File: src/rtl/pipe_pkg.sv
// Shared definitions for the pipeline stage register family: occupancy
// states, NOP encoding and the default bubble payload.
package pipe_pkg;

  typedef enum logic [1:0] {
    EMPTY = 2'd0,
    ONE   = 2'd1,
    TWO   = 2'd2
  } state_e;

  localparam logic [15:0] NOP_INST = 16'h0800;

  // Default bubble for the 48-bit IF/ID payload: zero PCs, NOP instruction.
  localparam logic [47:0] BUBBLE_DEFAULT = {32'h0, NOP_INST};

endpackage : pipe_pkg

File: src/rtl/pipe_entry_reg.sv
// Payload+sideband holding register with load enable and synchronous reset
// to a parameterised value; used for both the main and skid entries.
module pipe_entry_reg #(
  parameter int unsigned  W       = 49,
  parameter logic [W-1:0] RST_VAL = '0
) (
  input  logic         clk_i,
  input  logic         rst_i,
  input  logic         en_i,
  input  logic [W-1:0] d_i,
  output logic [W-1:0] q_o
);

  logic [W-1:0] q_q;

  always_ff @(posedge clk_i) begin
    if (rst_i) begin
      q_q <= RST_VAL;
    end else if (en_i) begin
      q_q <= d_i;
    end
  end

  assign q_o = q_q;

endmodule : pipe_entry_reg

File: src/rtl/pipe_stage.sv
// Pipeline stage register with valid/ready flow control, two-entry skid
// buffer, flush with bubble injection, sticky halt and a stall counter.
module pipe_stage
  import pipe_pkg::*;
#(
  parameter int unsigned       DATA_W     = 48,
  parameter logic [DATA_W-1:0] BUBBLE_VAL = DATA_W'(BUBBLE_DEFAULT),
  parameter int unsigned       CNT_W      = 8
) (
  input  logic              clk,
  input  logic              rst,
  input  logic              in_valid,
  output logic              in_ready,
  input  logic [DATA_W-1:0] in_data,
  input  logic              in_halt,
  output logic              out_valid,
  input  logic              out_ready,
  output logic [DATA_W-1:0] out_data,
  output logic              out_halt,
  input  logic              flush,
  output logic [CNT_W-1:0]  stall_cnt
);

  localparam int unsigned EW = DATA_W + 1;

  state_e           state_q, state_d;
  logic             halt_seen_q, halt_seen_d;
  logic [CNT_W-1:0] stall_cnt_q, stall_cnt_d;

  logic [EW-1:0] main_q, skid_q, main_d;
  logic          main_en, skid_en;
  logic          push, pop;

  // in_ready depends only on registered state, never on out_ready.
  assign in_ready  = (state_q != TWO) && !halt_seen_q;
  assign out_valid = (state_q != EMPTY);
  assign push      = in_valid && in_ready;
  assign pop       = out_valid && out_ready;

  always_comb begin
    state_d     = state_q;
    halt_seen_d = halt_seen_q || (push && in_halt);
    main_en     = 1'b0;
    skid_en     = 1'b0;
    main_d      = {in_halt, in_data};
    if (flush) begin
      state_d     = EMPTY;
      halt_seen_d = 1'b0;
    end else begin
      unique case (state_q)
        EMPTY: begin
          if (push) begin
            state_d = ONE;
            main_en = 1'b1;
          end
        end
        ONE: begin
          if (push && pop) begin
            main_en = 1'b1;
          end else if (push) begin
            state_d = TWO;
            skid_en = 1'b1;
          end else if (pop) begin
            state_d = EMPTY;
          end
        end
        TWO: begin
          if (pop) begin
            state_d = ONE;
            main_en = 1'b1;
            main_d  = skid_q;
          end
        end
        default: state_d = EMPTY;
      endcase
    end
  end

  always_comb begin
    stall_cnt_d = stall_cnt_q;
    if (out_valid && !out_ready && (stall_cnt_q != '1)) begin
      stall_cnt_d = stall_cnt_q + CNT_W'(1);
    end
  end

  always_ff @(posedge clk) begin
    if (rst) begin
      state_q     <= EMPTY;
      halt_seen_q <= 1'b0;
      stall_cnt_q <= '0;
    end else begin
      state_q     <= state_d;
      halt_seen_q <= halt_seen_d;
      stall_cnt_q <= stall_cnt_d;
    end
  end

  pipe_entry_reg #(
    .W       (EW),
    .RST_VAL ({1'b0, BUBBLE_VAL})
  ) u_main (
    .clk_i (clk),
    .rst_i (rst),
    .en_i  (main_en),
    .d_i   (main_d),
    .q_o   (main_q)
  );

  pipe_entry_reg #(
    .W       (EW),
    .RST_VAL ({1'b0, BUBBLE_VAL})
  ) u_skid (
    .clk_i (clk),
    .rst_i (rst),
    .en_i  (skid_en),
    .d_i   ({in_halt, in_data}),
    .q_o   (skid_q)
  );

  // main_q keeps stale contents after flush/pop, so mask it while empty.
  assign out_data  = out_valid ? main_q[DATA_W-1:0] : BUBBLE_VAL;
  assign out_halt  = out_valid && main_q[DATA_W];
  assign stall_cnt = stall_cnt_q;

endmodule : pipe_stage

File: config.mk
export PLATFORM = sky130hd
export DESIGN_NAME = pipe_stage
export DESIGN_NICKNAME = d
export VERILOG_FILES = /design/src/rtl/pipe_pkg.sv /design/src/rtl/pipe_entry_reg.sv /design/src/rtl/pipe_stage.sv
export SDC_FILE = /design/constraint.sdc
export NUM_CORES = 1
export LEC_CHECK = 0
export BUFFER_PORTS_ARGS = -buffer_cell sky130_fd_sc_hd__clkbuf_2
export CORE_UTILIZATION = 50
export CTS_BUF_LIST = sky130_fd_sc_hd__clkbuf_8
export DETAILED_ROUTE_END_ITERATION = 7
export PLACE_DENSITY = 0.74
export SETUP_SLACK_MARGIN = 0.02
export SLEW_MARGIN = 20
export SYNTH_ARGS = -nofsm -noshare
export SYNTH_HDL_FRONTEND = slang
export SYNTH_SLANG_ARGS = --single-unit
export TNS_END_PERCENT = 10
File: constraint.sdc
create_clock -name clk -period 1.6 [get_ports clk]
set_input_delay 0.16 -clock clk [delete_from_list [all_inputs] [get_ports clk]]
set_output_delay 0.16 -clock clk [all_outputs]
set_load 0.01 [all_outputs]
==> results.ini <==
[status]
outcome=completed

[drt]
firstDrtPassIters=4
dr.first_iter.drc_count=129
totalWireLength_mm=10.9
viasPerCell=5.14
remaining_drc_errors=0
vias=4049
detail-route-antenna-nets=0
wire_per_inst_um=13.8

[global_routing]
grt_pass1_wl_mm=17.6
met1_usage=0.266
grt_remaining_overflow=0
top_usage_layer=met2
grt_pass1_vias=3888
track_usage=0.215
grt_start_max_net_pins=42
grtUsageMet2=0.383
antenna_found_initial=0
grt_util_met3=0.0361

[synthesis]
ys_seq_area_frac=0.445
synth_cell_types=36
yosys.area.top_type_share=0.445
synth_area_leader_cell=dfxtp_1
syn_area_per_cell_um2=8.87
synth_most_common_cell=dfxtp_1
synthFlopType=dfxtp_1
yosys_warnings=0
synth-async-reset-ratio=0
synthesis.instances=553
ys_top_cells_by_count=dfxtp_1, nand2_1, nor2_1, nor2b_1, mux2i_1
syn_nets=608
ys_seq_elements=109
synth_edf_count=0
syn-cell-area_um2=4900
synthTopCellsByArea=dfxtp_1, mux2i_1, a211oi_2

[final_layout]
final_cells=788
antennaDiodeCount=0
drive_above_1_share=0.307
num-nets-final=711
area_delta_synth_final_pct=22.2

[sta]
finalHoldViolations=0
setup_ws_ns=0.000164
min_period_ns=1.60
setup_viol=0
rsz0062_at_grt=yes
fmax_mhz=625
fin_crit_sh=1.00
tightest_slew_ns=0.496
fin_worst_skew_ns=0.0167
finalMaxSlewViolations=0
relSlewSlack=0.669
hold_slack_ns=0.0276

[pwr]
irDropWorstVdd_v=0.000566
powerDensity_nw_per_um2=884
p_total_mw=5.30
p_leak_nw=2.22

[place]
placedCellCount=770
port_buffers=112
hpwl_mm=7.49
dpl_worst_slack_ns=0.0416
gp_congestion=0.891

[floorplanning]
start_util=0.523
coreArea_um2=9370
num_io_pins=113
dieWidth_um=101
num_rows=35
dieArea_um2=10200
die-height_um=101

[critical_path]
crit_required_ns=1.44
critPathArrivalTime_ns=1.44
critPathCaptureType=output pin
critical_path_class=flop to output pin
worst_setup_path_start_kind=flop
worst-path-max-fanout=7

[clocking]
clock_latency_ns=0.36
ctsLongestPathBuffers=2
numCtsBuffers=9
cts.sinks=109
ctsHtreeMaxLevel=3
hold_buffers=0
cts_root_buffer=clkbuf_8
cts_tree=built
clkTransAtPathRegs_ns=0.10

[run]
cap_violations=0

[hold_path]
worst_hold_path_type=primary input to flop

[sequential cells by signal, summed over array words and instances (netlist names)]
name,cells
stall_cnt,8
u_skid.q_o,49
state_q,2
halt_seen_q,1
u_main.q_o,49
[cells by family after synthesis]
logic type,Yosys count,share of synthesized area
fa+ha+maj,1,0.00255
flops,109,0.445
compound gates,109,0.174
xor+xnor,3,0.00536
mux,53,0.108
simple gates,229,0.212
buf+inv,49,0.0533
[cell usage in the layout (no fill, tap or decap), types with 2 or more instances in the layout]
| cell type | n |
|---|---|
| clkbuf_2 | 110 |
| dfxtp_1 | 106 |
| nand2_1 | 100 |
| nor2_1 | 58 |
| mux2i_1 | 52 |
| a21oi_1 | 50 |
| nor2b_1 | 47 |
| a211oi_2 | 30 |
| a211oi_1 | 18 |
| buf_4 | 14 |
| clkbuf_8 | 10 |
| buf_12 | 8 |
| nor2b_2 | 5 |
| buf_6 | 4 |
| nor3_1 | 3 |
| nand4_1 | 3 |
| xor2_1 | 3 |
| dfxtp_2 | 3 |
| inv_1 | 2 |
| and3_1 | 2 |
| o211ai_1 | 2 |
| bufinv_16 | 2 |
| buf_8 | 2 |
[power breakdown]
| part | switching (mW) | internal, mW | total (mW) |
|---|---|---|---|
| combinational | 0.341 | 0.294 | 0.635 |
| clock | 0.889 | 0.910 | 1.80 |
| sequential | 0.0484 | 2.82 | 2.87 |
| total | 1.28 | 4.02 | 5.30 |
[stage by stage]
step	area, um^2	setup TNS [ns]	util
2_1_floorplan	4900	0	-
3_3_place_gp	5660	0	0.604
3_5_place_dp	5660	0	0.604
4_1_cts	5890	-0.00244	0.628
5_1_grt	5990	-1.04	0.640
6_report	5990	0	0.640
[path summary, 6_finish.rpt]
path | startpoint | cells after the start | endpoint | slack [ns]
hold reg to reg | u_skid.q_o[19] | 2 | u_skid.q_o[19] | 0.46
setup / recovery | state_q[0] | 6 | out_data[44] | 0.0002
setup reg to reg | state_q[0] | 5 | u_main.q_o[26] | 0.11
hold / removal | in_data[31] | 3 | u_skid.q_o[31] | 0.03
[layout make-up]
type | instances | area (um^2)
inverters | 2 | 7.51
repair buffers | 139 | 916
multi-input cells | 395 | 2510
flip-flops and latches | 109 | 2190
clock buffers | 10 | 138
fillers | 824 | 3380
clock inverters | 4 | 73.8
well taps | 129 | 161
[critical path, cell delays in order (launching register included)]
cell	delay, ns
dfxtp_2	0.37
buf_6	0.12
nor2_4	0.05
buf_12	0.13
clkbuf_16	0.14
nor2b_1	0.13
clkbuf_2	0.15
[per-layer routing]
metal | vias up | wire length [um] | share of wire
met4 | 0 | 121 | 0.011
met2 | 85 | 5410 | 0.50
met1 | 1877 | 4940 | 0.45
met5 | - | 0 | 0
met3 | 10 | 390 | 0.036
li1 | 2077 | - | -
[timing repair]
action / in CTS / in global routing
resized for setup: 5 / 18
pin swaps: 0 / 0
endpoints found under the setup margin: 33 / 119
buffers inserted: 0 / 3
gates cloned: 0 / 1
Power figures use the tool's default switching activity.
